File: src/rtl/mem_port_arbiter_if.sv
// Signal bundle between the core's fetch/load-store paths, the memory port and the arbiter.
// The arbiter takes the slave view; the core/memory environment takes the master view.
interface mem_port_arbiter_if;
   logic        if_req;
   logic [31:0] if_addr;
   logic        if_ready;
   logic [31:0] if_rdata;
   logic        if_err;

   logic        d_req;
   logic        d_we;
   logic [1:0]  d_size;
   logic [31:0] d_addr;
   logic [31:0] d_wdata;
   logic        d_ready;
   logic [31:0] d_rdata;
   logic        d_err;

   logic        mem_req;
   logic        mem_we;
   logic [31:0] mem_addr;
   logic [3:0]  mem_be;
   logic [31:0] mem_wdata;
   logic        mem_ack;
   logic [31:0] mem_rdata;

   logic        core_stall;
   logic        bus_err;

   modport slave (
      input  if_req, if_addr, d_req, d_we, d_size, d_addr, d_wdata, mem_ack, mem_rdata,
      output if_ready, if_rdata, if_err, d_ready, d_rdata, d_err,
             mem_req, mem_we, mem_addr, mem_be, mem_wdata, core_stall, bus_err
   );

   modport master (
      output if_req, if_addr, d_req, d_we, d_size, d_addr, d_wdata, mem_ack, mem_rdata,
      input  if_ready, if_rdata, if_err, d_ready, d_rdata, d_err,
             mem_req, mem_we, mem_addr, mem_be, mem_wdata, core_stall, bus_err
   );
endinterface

File: src/rtl/mem_port_arbiter.sv
// Serializes instruction-fetch and load/store accesses onto one memory port, with
// alignment checking, store lane formatting and a bounded wait for mem_ack.
module mem_port_arbiter #(
   parameter int unsigned TIMEOUT = 255
) (
   input logic              clk,
   input logic              rst_n,
   mem_port_arbiter_if.slave bus
);
   typedef enum logic [1:0] {IDLE, FETCH, DATA, RESP} state_e;

   // The access is aborted in the cycle the wait count would reach TIMEOUT.
   localparam logic [15:0] WAIT_LAST = 16'(TIMEOUT - 1);

   state_e      state_q, state_d;
   logic [15:0] wait_cnt_q, wait_cnt_d;
   logic        mem_req_q, mem_req_d;
   logic        mem_we_q, mem_we_d;
   logic [31:0] mem_addr_q, mem_addr_d;
   logic [3:0]  mem_be_q, mem_be_d;
   logic [31:0] mem_wdata_q, mem_wdata_d;
   logic        if_ready_q, if_ready_d;
   logic        if_err_q, if_err_d;
   logic [31:0] if_rdata_q, if_rdata_d;
   logic        d_ready_q, d_ready_d;
   logic        d_err_q, d_err_d;
   logic [31:0] d_rdata_q, d_rdata_d;
   logic        bus_err_q, bus_err_d;

   logic        d_legal;
   logic [3:0]  d_be;
   logic [31:0] d_wdata_rep;

   // Alignment check and lane formatting of the incoming data request.
   always_comb begin
      d_legal     = 1'b1;
      d_be        = 4'b1111;
      d_wdata_rep = bus.d_wdata;
      unique case (bus.d_size)
         2'b00: begin
            d_be        = 4'b0001 << bus.d_addr[1:0];
            d_wdata_rep = {4{bus.d_wdata[7:0]}};
         end
         2'b01: begin
            d_legal     = ~bus.d_addr[0];
            d_be        = 4'b0011 << {bus.d_addr[1], 1'b0};
            d_wdata_rep = {2{bus.d_wdata[15:0]}};
         end
         2'b10:   d_legal = (bus.d_addr[1:0] == 2'b00);
         default: d_legal = 1'b0;
      endcase
   end

   always_comb begin
      // NOTE: every signal gets a default before the case so no path leaves one unassigned (no latches).
      state_d     = state_q;
      wait_cnt_d  = wait_cnt_q;
      mem_req_d   = mem_req_q;
      mem_we_d    = mem_we_q;
      mem_addr_d  = mem_addr_q;
      mem_be_d    = mem_be_q;
      mem_wdata_d = mem_wdata_q;
      if_ready_d  = 1'b0;
      if_err_d    = 1'b0;
      if_rdata_d  = if_rdata_q;
      d_ready_d   = 1'b0;
      d_err_d     = 1'b0;
      d_rdata_d   = d_rdata_q;
      bus_err_d   = bus_err_q;

      unique case (state_q)
         IDLE: begin
            if (bus.d_req) begin
               if (d_legal) begin
                  state_d     = DATA;
                  mem_req_d   = 1'b1;
                  mem_we_d    = bus.d_we;
                  mem_addr_d  = {bus.d_addr[31:2], 2'b00};
                  mem_be_d    = d_be;
                  mem_wdata_d = d_wdata_rep;
                  wait_cnt_d  = '0;
               end else begin
                  state_d   = RESP;
                  d_ready_d = 1'b1;
                  d_err_d   = 1'b1;
                  d_rdata_d = '0;
               end
            end else if (bus.if_req) begin
               if (bus.if_addr[1:0] == 2'b00) begin
                  state_d     = FETCH;
                  mem_req_d   = 1'b1;
                  mem_we_d    = 1'b0;
                  mem_addr_d  = {bus.if_addr[31:2], 2'b00};
                  mem_be_d    = 4'b1111;
                  mem_wdata_d = '0;
                  wait_cnt_d  = '0;
               end else begin
                  state_d    = RESP;
                  if_ready_d = 1'b1;
                  if_err_d   = 1'b1;
                  if_rdata_d = '0;
               end
            end
         end
         FETCH, DATA: begin
            // An ack in the final wait cycle still wins over the timeout.
            if (bus.mem_ack) begin
               state_d   = RESP;
               mem_req_d = 1'b0;
               if (state_q == FETCH) begin
                  if_ready_d = 1'b1;
                  if_rdata_d = bus.mem_rdata;
               end else begin
                  d_ready_d = 1'b1;
                  d_rdata_d = bus.mem_rdata;
               end
            end else if (wait_cnt_q == WAIT_LAST) begin
               state_d   = RESP;
               mem_req_d = 1'b0;
               bus_err_d = 1'b1;
               if (state_q == FETCH) begin
                  if_ready_d = 1'b1;
                  if_err_d   = 1'b1;
                  if_rdata_d = '0;
               end else begin
                  d_ready_d = 1'b1;
                  d_err_d   = 1'b1;
                  d_rdata_d = '0;
               end
            end else begin
               wait_cnt_d = wait_cnt_q + 16'd1;
            end
         end
         RESP:    state_d = IDLE;
         default: state_d = IDLE;
      endcase
   end

   always_ff @(posedge clk) begin
      // NOTE: non-blocking assignments so every flop samples the pre-edge value of the others.
      if (!rst_n) begin
         state_q     <= IDLE;
         wait_cnt_q  <= '0;
         mem_req_q   <= 1'b0;
         mem_we_q    <= 1'b0;
         mem_addr_q  <= '0;
         mem_be_q    <= '0;
         mem_wdata_q <= '0;
         if_ready_q  <= 1'b0;
         if_err_q    <= 1'b0;
         if_rdata_q  <= '0;
         d_ready_q   <= 1'b0;
         d_err_q     <= 1'b0;
         d_rdata_q   <= '0;
         bus_err_q   <= 1'b0;
      end else begin
         state_q     <= state_d;
         wait_cnt_q  <= wait_cnt_d;
         mem_req_q   <= mem_req_d;
         mem_we_q    <= mem_we_d;
         mem_addr_q  <= mem_addr_d;
         mem_be_q    <= mem_be_d;
         mem_wdata_q <= mem_wdata_d;
         if_ready_q  <= if_ready_d;
         if_err_q    <= if_err_d;
         if_rdata_q  <= if_rdata_d;
         d_ready_q   <= d_ready_d;
         d_err_q     <= d_err_d;
         d_rdata_q   <= d_rdata_d;
         bus_err_q   <= bus_err_d;
      end
   end

   assign bus.mem_req    = mem_req_q;
   assign bus.mem_we     = mem_we_q;
   assign bus.mem_addr   = mem_addr_q;
   assign bus.mem_be     = mem_be_q;
   assign bus.mem_wdata  = mem_wdata_q;
   assign bus.if_ready   = if_ready_q;
   assign bus.if_err     = if_err_q;
   assign bus.if_rdata   = if_rdata_q;
   assign bus.d_ready    = d_ready_q;
   assign bus.d_err      = d_err_q;
   assign bus.d_rdata    = d_rdata_q;
   assign bus.bus_err    = bus_err_q;
   assign bus.core_stall = (bus.if_req | bus.d_req) & ~(if_ready_q | d_ready_q);
endmodule
File: src/flat_wrapper.sv
// flat-port wrapper written by rule: the top's interface ports become plain ports
module mem_port_arbiter_flat 
#(
   parameter int unsigned TIMEOUT = 255
)
  (clk, rst_n, bus_if_req, bus_if_addr, bus_d_req, bus_d_we, bus_d_size, bus_d_addr, bus_d_wdata, bus_mem_ack, bus_mem_rdata, bus_if_ready, bus_if_rdata, bus_if_err, bus_d_ready, bus_d_rdata, bus_d_err, bus_mem_req, bus_mem_we, bus_mem_addr, bus_mem_be, bus_mem_wdata, bus_core_stall, bus_bus_err);
  mem_port_arbiter_if bus_i ();
  input logic clk;
  input logic rst_n;
  input wire logic [$bits(bus_i.if_req)-1:0] bus_if_req;
  input wire logic [$bits(bus_i.if_addr)-1:0] bus_if_addr;
  input wire logic [$bits(bus_i.d_req)-1:0] bus_d_req;
  input wire logic [$bits(bus_i.d_we)-1:0] bus_d_we;
  input wire logic [$bits(bus_i.d_size)-1:0] bus_d_size;
  input wire logic [$bits(bus_i.d_addr)-1:0] bus_d_addr;
  input wire logic [$bits(bus_i.d_wdata)-1:0] bus_d_wdata;
  input wire logic [$bits(bus_i.mem_ack)-1:0] bus_mem_ack;
  input wire logic [$bits(bus_i.mem_rdata)-1:0] bus_mem_rdata;
  output wire logic [$bits(bus_i.if_ready)-1:0] bus_if_ready;
  output wire logic [$bits(bus_i.if_rdata)-1:0] bus_if_rdata;
  output wire logic [$bits(bus_i.if_err)-1:0] bus_if_err;
  output wire logic [$bits(bus_i.d_ready)-1:0] bus_d_ready;
  output wire logic [$bits(bus_i.d_rdata)-1:0] bus_d_rdata;
  output wire logic [$bits(bus_i.d_err)-1:0] bus_d_err;
  output wire logic [$bits(bus_i.mem_req)-1:0] bus_mem_req;
  output wire logic [$bits(bus_i.mem_we)-1:0] bus_mem_we;
  output wire logic [$bits(bus_i.mem_addr)-1:0] bus_mem_addr;
  output wire logic [$bits(bus_i.mem_be)-1:0] bus_mem_be;
  output wire logic [$bits(bus_i.mem_wdata)-1:0] bus_mem_wdata;
  output wire logic [$bits(bus_i.core_stall)-1:0] bus_core_stall;
  output wire logic [$bits(bus_i.bus_err)-1:0] bus_bus_err;
  assign bus_i.if_req = bus_if_req;
  assign bus_i.if_addr = bus_if_addr;
  assign bus_i.d_req = bus_d_req;
  assign bus_i.d_we = bus_d_we;
  assign bus_i.d_size = bus_d_size;
  assign bus_i.d_addr = bus_d_addr;
  assign bus_i.d_wdata = bus_d_wdata;
  assign bus_i.mem_ack = bus_mem_ack;
  assign bus_i.mem_rdata = bus_mem_rdata;
  assign bus_if_ready = bus_i.if_ready;
  assign bus_if_rdata = bus_i.if_rdata;
  assign bus_if_err = bus_i.if_err;
  assign bus_d_ready = bus_i.d_ready;
  assign bus_d_rdata = bus_i.d_rdata;
  assign bus_d_err = bus_i.d_err;
  assign bus_mem_req = bus_i.mem_req;
  assign bus_mem_we = bus_i.mem_we;
  assign bus_mem_addr = bus_i.mem_addr;
  assign bus_mem_be = bus_i.mem_be;
  assign bus_mem_wdata = bus_i.mem_wdata;
  assign bus_core_stall = bus_i.core_stall;
  assign bus_bus_err = bus_i.bus_err;
  mem_port_arbiter #(.TIMEOUT(TIMEOUT)) u_core (.clk(clk), .rst_n(rst_n), .bus(bus_i));
endmodule
File: config.mk
export PLATFORM = sky130hd
export DESIGN_NAME = mem_port_arbiter_flat
export DESIGN_NICKNAME = d
export VERILOG_FILES = /design/src/rtl/mem_port_arbiter_if.sv /design/src/rtl/mem_port_arbiter.sv /design/src/flat_wrapper.sv
export SDC_FILE = /design/constraint.sdc
export NUM_CORES = 1
export LEC_CHECK = 0
export CAP_MARGIN = 30
export CORE_MARGIN = 1.5
export CORE_UTILIZATION = 43
export CTS_CLUSTER_DIAMETER = 40
export DETAILED_ROUTE_END_ITERATION = 6
export PLACE_DENSITY = 0.88
export SETUP_SLACK_MARGIN = 0.15
export SLEW_MARGIN = 20
export SYNTH_ARGS = -nofsm -noshare
export SYNTH_HDL_FRONTEND = slang
export SYNTH_SLANG_ARGS = --single-unit
export TNS_END_PERCENT = 5
File: constraint.sdc
create_clock -name clk -period 2.7 [get_ports clk]
set_input_delay 0.54 -clock clk [delete_from_list [all_inputs] [get_ports clk]]
set_output_delay 0.54 -clock clk [all_outputs]
set_load 0.1 [all_outputs]
### Yosys cells after proc, flatten, opt, wreduce, memory -nomap -nowiden

Cells that the tools add are included.
W data, S select, Z words.

| cells by class | value |
|---|---|
| multiplexer cells | 72 |
| bitwise operators | 6 |
| $add $sub $neg | 1 |
| eq/ne operators | 20 |
| reductions and logical operators | 15 |
| shifts and indexed selects | 2 |

Operators with widths:

| operator | count |
|---|---|
| $mux W32 | 21 |
| $pmux W32 S2 | 3 |
| $mux W16 | 6 |
| $pmux W16 S2 | 1 |
| $mux W1 | 24 |
| $add A16 B1 Y16 const B | 1 |
| $eq A16 B8 Y1 const B | 1 |
| $mux W4 | 4 |
| $ne A2 B2 Y1 const B | 8 |
| $reduce_and A6 Y1 | 2 |
| $mux W2 | 5 |
| $pmux W1 S2 | 5 |
| $reduce_and A5 Y1 | 2 |
| $ne A3 B2 Y1 const B | 3 |
| $logic_not A2 Y1 | 4 |
| $pmux W4 S2 | 1 |
| $eq A2 B2 Y1 const B | 3 |
| $pmux W2 S3 | 1 |
| $reduce_bool A2 Y1 | 3 |
| $eq A2 B1 Y1 const B | 2 |
| $ne A2 B1 Y1 const B | 2 |
| $reduce_and A4 Y1 | 1 |
| $shl A1 B2 Y4 const A | 1 |
| $shl A2 B2 Y4 const A | 1 |
| other kinds (8) | 11 |

| word-level totals | value |
|---|---|
| bits in registers | 157 |
| bits of input ports | 136 |
| logic and storage cells | 130 |
| output and inout bits | 140 |

### Depth between registers and ports, before layout

Gate-level depths: netlist of run 1.

| logic depth | value |
|---|---|
| depth after elaboration | 5 |
| gate-level depth with buffers | 9 |

### Worst setup path before layout of run 1

No wires, ideal clock.

| timing | value |
|---|---|
| path kind | register to output |
| from | register u_core.if_ready_q, in the netlist u_core.bus.if_ready |
| to | output port bus_core_stall |
| arrival | 2.847 ns |
| required time | 2.160 ns |
| stages on the path, launching flop included | 2 |
| slack | -0.687 ns |
| cells stage by stage | dfxtp_1 nor3_1 |

| between the ends | value |
|---|---|
| cells in the longest elaborated chain, start to end | 3 |

Ends and longest elaborated chain:

| element | RTL line | text |
|---|---|---|
| from (decl) | mem_port_arbiter.sv:22 | `logic if_ready_q, if_ready_d;` |
| from (signal assigned) | mem_port_arbiter.sv:164 | `if_ready_q <= if_ready_d;` |
| $or A1 B1 Y1 | mem_port_arbiter.sv:186 | `assign bus.core_stall = (bus.if_req \| bus.d_req) & ~(if_ready_q \| d_ready_q);` |
| $not A1 Y1 | mem_port_arbiter.sv:186 |  |
| $and A1 B1 Y1 | mem_port_arbiter.sv:186 |  |
| to (decl) | flat_wrapper.sv:30 | `output wire logic [$bits(bus_i.core_stall)-1:0] bus_core_stall;` |

Every way passes these cells.

### Worst setup path in the final report of run 1

| timing | value |
|---|---|
| from | register u_core.wait_cnt_q[9] |
| to | register u_core.if_rdata_q[25], in the netlist u_core.bus.if_rdata[25] |

| between the ends | value |
|---|---|
| cells in the longest elaborated chain, start to end | 3 |

Ends and longest elaborated chain:

| element | RTL line | text |
|---|---|---|
| from (decl) | mem_port_arbiter.sv:16 | `logic [15:0] wait_cnt_q, wait_cnt_d;` |
| from (signal assigned) | mem_port_arbiter.sv:158 | `wait_cnt_q <= wait_cnt_d;` |
| $eq A16 B8 Y1 | mem_port_arbiter.sv:117 | `end else if (wait_cnt_q == WAIT_LAST) begin` |
| $ne A3 B2 Y1 (no source line) | n/a |  |
| $reduce_and A6 Y1 (no source line) | n/a |  |
| to (signal assigned) | mem_port_arbiter.sv:166 | `if_rdata_q <= if_rdata_d;` |
| to (decl) | mem_port_arbiter.sv:24 | `logic [31:0] if_rdata_q, if_rdata_d;` |

Every way passes these cells.
A chain may end at the register's enable or synchronous reset.

==> results of run 1 <==
-- final timing paths --
kind                                            to  cells past startpoint
max           u_core.bus.if_rdata[25]$_SDFFE_PN0P_                      6
min          u_core.bus.mem_wdata[20]$_SDFFE_PN0P_                      2
max reg2reg   u_core.bus.if_rdata[25]$_SDFFE_PN0P_                      6
min reg2reg  u_core.bus.mem_wdata[20]$_SDFFE_PN0P_                      2
-- worst min-delay path, stage by stage, from the launching register on --
cell	delay, ns
dfxtp_1	0.31
nand2_1	0.05
a21oi_1	0.05
-- cells in the mapped netlist (4+ instances only) --
cell type | count | share of area, %
dfxtp_1 | 155 | 48
or4_1 | 5 | 0.58
nand4_1 | 8 | 0.77
mux2_2 | 16 | 2.8
a22o_1 | 64 | 8.7
a21o_1 | 4 | 0.46
o31a_1 | 8 | 1.1
ha_1 | 7 | 1.4
buf_2 | 6 | 0.46
a22oi_1 | 10 | 1.2
a21oi_1 | 34 | 2.6
buf_6 | 7 | 1.2
clkbuf_1 | 38 | 2.2
nor2_1 | 58 | 3.4
mux2i_1 | 40 | 6.2
a31oi_1 | 4 | 0.39
a211oi_1 | 32 | 3.7
nand3_1 | 33 | 2.6
nor3_1 | 14 | 1.1
o21ai_0 | 19 | 1.5
inv_1 | 9 | 0.52
nand2_1 | 51 | 3.0
-- metal layers --
metal	vias to the layer above	track usage (%)	wire length [um]
li1	3011	-	-
met1	2905	29.6	7830
met2	292	42.2	9520
met3	44	5.86	1560
met4	0	11.0	646
met5	-	0	0
-- area by class of cell --
| type | instances | area [um^2] | share of cell area, % |
|---|---|---|---|
| Sequential cell | 155 | 3100 | 31.8 |
| Multi-Input combinational cell | 454 | 3080 | 31.5 |
| Timing Repair Buffer | 301 | 2710 | 27.7 |
| Clock buffer | 18 | 439 | 4.50 |
| Tap cell | 184 | 230 | 2.36 |
| Clock inverter | 14 | 174 | 1.78 |
| Inverter | 10 | 37.5 | 0.384 |
-- flip-flops by register name, indices dropped and copies added (netlist names) --
name	flops
u_core.bus.d_rdata	32
u_core.bus.mem_req	1
u_core.bus.if_rdata	32
u_core.bus.d_ready	1
u_core.bus.d_err	1
u_core.bus.mem_addr	30
u_core.bus.mem_we	1
u_core.bus.if_ready	1
u_core.bus.bus_err	1
u_core.bus.mem_wdata	32
u_core.state_q	2
u_core.bus.mem_be	4
u_core.wait_cnt_q	16
u_core.bus.if_err	1
-- through the flow --
step                hold slack [ns]  utilization, %
global route                  0.473            66.9
detailed placement            0.443            62.7
CTS                           0.453            66.9
floorplan                     0.442               -
global placement              0.440            62.7
finish                        0.451            66.9
-- cells by family after synthesis --
group,count (synthesis),synth area share (%)
buf+inv,66,4.87
fa+ha+maj,7,1.35
flops,155,48.0
compound gates,197,23.0
other cells,1,0.0580
simple gates,192,13.8
mux,56,8.97
-- where the power goes --
part	total [mW]	internal [mW]	switching, mW
combinational	4.89	1.30	3.59
sequential	2.86	2.64	0.218
clock	2.46	1.42	1.04
total	10.2	5.36	4.85
-- repair_timing --
| action | 4_1_cts | 5_1_grt |
|---|---|---|
| setup buffers | 0 | 0 |
| setup endpoints to repair | 0 | 32 |
| resized for setup | 0 | 1 |
==> results.md, run 1 <==
- Mapped Area: 6470 um^2
- IO buf count: 273
- Clk sink count: 155
- Total GRT Usage: 24.7%
- Flop2flop setup slack: 0.35 ns
- Via density: 5.50
- Placed Area: 9150 um^2
- Critical path's largest stage delay: 0.57 ns
- Starting Density: 44.3%
- CTS H-tree lvls: 4
- Initial antenna violation count: 0
- Max-Cap Viols: 0
- DR DRC count: 0
- Detailed Place HPWL: 14,100 um
- Share of layout cells above drive strength 1: 24.3%
- Total power: 10.2 mW
- Post-synth ARST share: 0%
- N_diodes: 0
- Final Hold Fails: 0
- Hold/Removal Path Class: flop to flop
- CTS clk-pin slew, worst paths: 0.07 ns
- Chip Height: 126 um
- First-iteration detailed-routing DRC count: 355
- Most common cell after layout, fill and taps aside: buf_4
- CP Launch Point: u_core.wait_cnt_q[9]$_SDFFE_PN0P_
- Setup TNS: 0 ns
- Area grow syn2layout: 51.0%
- Final Worst Setup Slack: 0.347 ns
- Die width: 126 um
- CTS tree: done
- Sequential area share after synthesis: 48.0%
- Crit path kind: flop to flop
- Critical Path Start Type: flop
- Most frequent cells in the layout: 157 x buf_4, 155 x dfxtp_1, 134 x clkdlybuf4s50_1, 64 x a22o_1, 58 x nor2_1
- Hold-fix buffers, CTS: 0
- Fill cells: 1,118
- Fin crit share: 87.2%
- Final cell count without fillers: 1,136
- Worst-case vdd ir drop: 0.542 mV
- Cell Chain, Critical Path: or4_1 -> or4_4 -> a2111oi_4 -> nor2_2 -> buf_12 -> a22o_1
- Worst slew pin tran: 0.705 ns
- Post-Place Cells: 1,104
- Min-delay src: u_core.bus.mem_wdata[20]$_SDFFE_PN0P_
- CTS Buf Count: 17
- Setup slack after placement: 0.00694 ns
- Slew HR: 52.4%
- Largest net degree at the start of global routing: 58
- Total congestion overflow: 0
- Top FF cell, synth: dfxtp_1
- Leak pwr: 4.05 nW
- Min Tclk post-route: 2.35 ns
- Placement row count: 44
- Die area: 15,800 um^2
- Gpl congestion: 0.899
- Synth unique cells: 51
- First-pass GRT wire length: 31,500 um
- Synth warnings: 0
- CP bufs+invs: 1
- Highest clock rate: 425 MHz
- Synthesized flop and latch total: 155
- Core area: 14,600 um^2
- Slew Limit Fails: 0
- Post-synth EDFFs: 0
- Layout Cell Area excl Fill: 9770 um^2
- CTS max path bufs: 2
- Worst skew pair latency: 0.43 ns
- Synth Area per Inst: 9.60 um^2
- Crit path arrival time: 2.66 ns
- RSZ-0062 raised after global routing: false
- Drt total wl: 19,600 um
- Routed WL per cell: 17.2 um
- CP max stage cell: or4_4
- Crit Path Max Fanout: 32
- DRT Pass-1 Iters: 4
- Status: completed
- I/O pin count: 276
- ANT nets after route: 0
- Vias in the first global route: 6,100
- CTS root buffer: clkbuf_16
- Crit. End Element: flop
- Worst Path Required: 3.01 ns
- Nets@finish: 1,082
- Cell family with most CP delay: simple AND/OR/NAND/NOR gates
- Setup Viol. Count Final: 0
- Worst r2r src: u_core.wait_cnt_q[9]$_SDFFE_PN0P_
- Vias: 6,252
- Power Dens Cells: 1050 nW/um^2
- Post-Synthesis Cells: 674
- Worst Clk Skew: 0.00754 ns
(Power assumes the default switching activity.)
==> run 2, diff against run 1 <==
- PLACE_DENSITY: 0.88 -> default
- PLACE_DENSITY_LB_ADDON: default -> 0.1
==> run 2 against run 1 <==
Against the previous run:
- sequential power about the same
- combinational power hardly changed
- final cell count rose by 0.26%
- flip-flop and latch count unchanged
- non-clock buffer count rose by 3
- register-to-register slack worse by 0.05 ns
- via count fell by 0.26%
- critical path depth stayed put
- clock skew increased by 0.0051 ns
- sequential share of layout area rose by 0.15 points
- critical path type unchanged
- largest cell class unchanged
==> results.md, run 2 (synthesis results as in run 1) <==
- Status: completed
- Slew Limit Fails: 0 (unchanged)
- Vias in the first global route: 6,049 (-0.84%)
- CTS root buffer: clkbuf_16
- Drt total wl: 19,900 um (+1.5%)
- CTS tree: done
- Via density: 5.47 (-0.52%)
- Crit. End Element: flop
- Die width: 126 um (unchanged)
- Placed Area: 9140 um^2 (-0.16%)
- Hold-fix buffers, CTS: 0 (unchanged)
- Worst-case vdd ir drop: 0.554 mV (+2.1%)
- First-iteration detailed-routing DRC count: 353 (-0.56%)
- CTS clk-pin slew, worst paths: 0.06 ns (about the same)
- Nets@finish: 1,085 (+0.28%)
- Die area: 15,800 um^2 (unchanged)
- ANT nets after route: 0 (unchanged)
- Worst slew pin tran: 0.743 ns (+0.0371 ns)
- Sw power: 4.86 mW (+0.15%)
- Starting Density: 44.3% (unchanged)
- Initial antenna violation count: 1 (+1)
- First-pass GRT wire length: 31,200 um (-1.1%)
- Register area: 3100 um^2 (unchanged)
- Layout Cell Area excl Fill: 9720 um^2 (-0.47%)
- Critical path's largest stage delay: 0.57 ns (about the same)
- Final Worst Setup Slack: 0.298 ns (-0.0487 ns)
- Worst skew pair latency: 0.43 ns (about the same)
- Footprint of the multi-input gates: 3080 um^2 (unchanged)
- Crit path kind: flop to flop
- Final Hold Fails: 0 (unchanged)
- Clock share of power: 23.4% (-0.7 points)
- Crit Path Max Fanout: 17 (-47%)
- Post-Place Cells: 1,107 (+0.27%)
- Clk sink count: 155 (unchanged)
- Crit path arrival time: 2.72 ns (+0.06 ns)
- Total GRT Usage: 24.6% (-0.084 points)
- CTS max path bufs: 2 (unchanged)
- Most common cell after layout, fill and taps aside: buf_4
- Fin crit share: 89.0% (+1.8 points)
- Core area: 14,600 um^2 (unchanged)
- Gate power share: 48.3% (+0.4 points)
- RSZ-0062 raised after global routing: false
- Routed WL per cell: 17.4 um (+1.3%)
- Detailed Place HPWL: 14,600 um (+3.7%)
- CP max stage cell: or4_1
- Reg power frac: 28.3% (+0.3 points)
- Gpl congestion: 0.846 (-6.0%)
- Total power: 10.1 mW (-1.3%)
- Chip Height: 126 um (unchanged)
- DRT Pass-1 Iters: 5 (+1)
- Setup Viol. Count Final: 0 (unchanged)
- Final cell count without fillers: 1,139 (+0.26%)
- Area grow syn2layout: 50.3%
- Min Tclk post-route: 2.40 ns (+0.0487 ns)
- Power Dens Cells: 1040 nW/um^2 (-0.81%)
- Worst Path Required: 3.01 ns (about the same)
- Fill cells: 1,196 (+7.0%)
- Total congestion overflow: 0 (unchanged)
- Setup slack after placement: -0.00337 ns (-0.0103 ns)
- Worst Clk Skew: 0.0127 ns (+0.00511 ns)
- CTS H-tree lvls: 4 (unchanged)
- Max-Cap Viols: 0 (unchanged)
- Most frequent cells in the layout: 163 x buf_4, 155 x dfxtp_1, 134 x clkdlybuf4s50_1, 64 x a22o_1, 58 x nor2_1
- I/O pin count: 276 (unchanged)
- Highest clock rate: 416 MHz (-2.0%)
- CTS Buf Count: 17 (unchanged)
- DR DRC count: 0 (unchanged)
- N_diodes: 0 (unchanged)
- Internal power: 5.22 mW (-2.6%)
- Hold/Removal Path Class: flop to flop
- Critical Path Start Type: flop
- Slew HR: 50.5% (-1.9 points)
- Vias: 6,236 (-0.26%)
- Cell Chain, Critical Path: or4_1 -> or4_4 -> a2111oi_4 -> nor2_2 -> buf_4 -> a22o_1
- Sw Share: 48.2% (+0.68 points)
- Share of layout cells above drive strength 1: 24.4% (+0.13 points)
- Placement row count: 44 (unchanged)
- Leak pwr: 4.04 nW (-0.24%)
- IO buf count: 273 (unchanged)
- Largest net degree at the start of global routing: 69 (+19%)
## run 2: final cells by class
| class | count | share of cell area, % |
|---|---|---|
| inverter | 10 | 0.386 |
| tap | 184 | 2.37 |
| sequential | 155 | 31.9 |
| clock buffer | 18 | 4.41 |
| timing repair buffer | 304 | 27.7 |
| multi-input combinational | 454 | 31.7 |
| clock inverter | 14 | 1.57 |
## run 2: critical path: cells and delay by family, from the launching register on
kind	cells	cell delay, ns
buffers and inverters	1	0.21
AND/OR/NAND/NOR	3	1.20
AO/OA/AOI/OAI	2	0.53
flip-flops	1	0.35
## run 2: final timing paths
| path | startpoint | to | slack, ns | depth (start not counted) |
|---|---|---|---|---|
| worst max-delay path | u_core.wait_cnt_q[13]$_SDFFE_PN0P_ | u_core.bus.if_rdata[15]$_SDFFE_PN0P_ | 0.30 | 6 |
| worst min-delay path | u_core.bus.mem_wdata[25]$_SDFFE_PN0P_ | u_core.bus.mem_wdata[25]$_SDFFE_PN0P_ | 0.46 | 2 |
| worst max register to register | u_core.wait_cnt_q[13]$_SDFFE_PN0P_ | u_core.bus.if_rdata[15]$_SDFFE_PN0P_ | 0.30 | 6 |
| worst min register to register | u_core.bus.mem_wdata[25]$_SDFFE_PN0P_ | u_core.bus.mem_wdata[25]$_SDFFE_PN0P_ | 0.46 | 2 |
## run 2: per-stage QoR
stage / hold WS [ns] / setup TNS [ns] / util [%]
2_1_floorplan: 0.442 / 0 / -
3_3_place_gp: 0.442 / 0 / 62.6
3_5_place_dp: 0.451 / -0.00337 / 62.6
4_1_cts: 0.462 / 0 / 66.6
5_1_grt: 0.477 / 0 / 66.6
6_report: 0.459 / 0 / 66.6
## run 2: what timing repair did
action / CTS / global route
buffers inserted: 0 / 0
gates resized for setup: 0 / 1
endpoints found under the hold margin: 0 / 0
endpoints found under the setup margin: 0 / 23
## run 2: power by group through the flow
stage / sequential (mW) / combinational [mW] / clock, mW
after floorplan: 5.22 / 1.32 / 0
after global placement: 2.88 / 4.84 / 0
after detailed placement: 2.89 / 4.87 / 0
after CTS: 2.85 / 4.88 / 2.39
after global routing: 2.89 / 5.06 / 2.49
final: 2.85 / 4.87 / 2.36
## run 2: metal layers
layer | vias up | wire [um] | GRT usage, %
met5 | - | 12 | 0
met4 | 2 | 580 | 11.1
met3 | 44 | 1670 | 8.54
met2 | 251 | 9720 | 41.8
met1 | 2912 | 7880 | 27.9
li1 | 3027 | - | -
==> run 3, diff against run 2 <==
- SLEW_MARGIN: 20 -> 30
==> results of run 3 <==
Same layout as run 2: the final DEF is identical, and so are final timing and power.
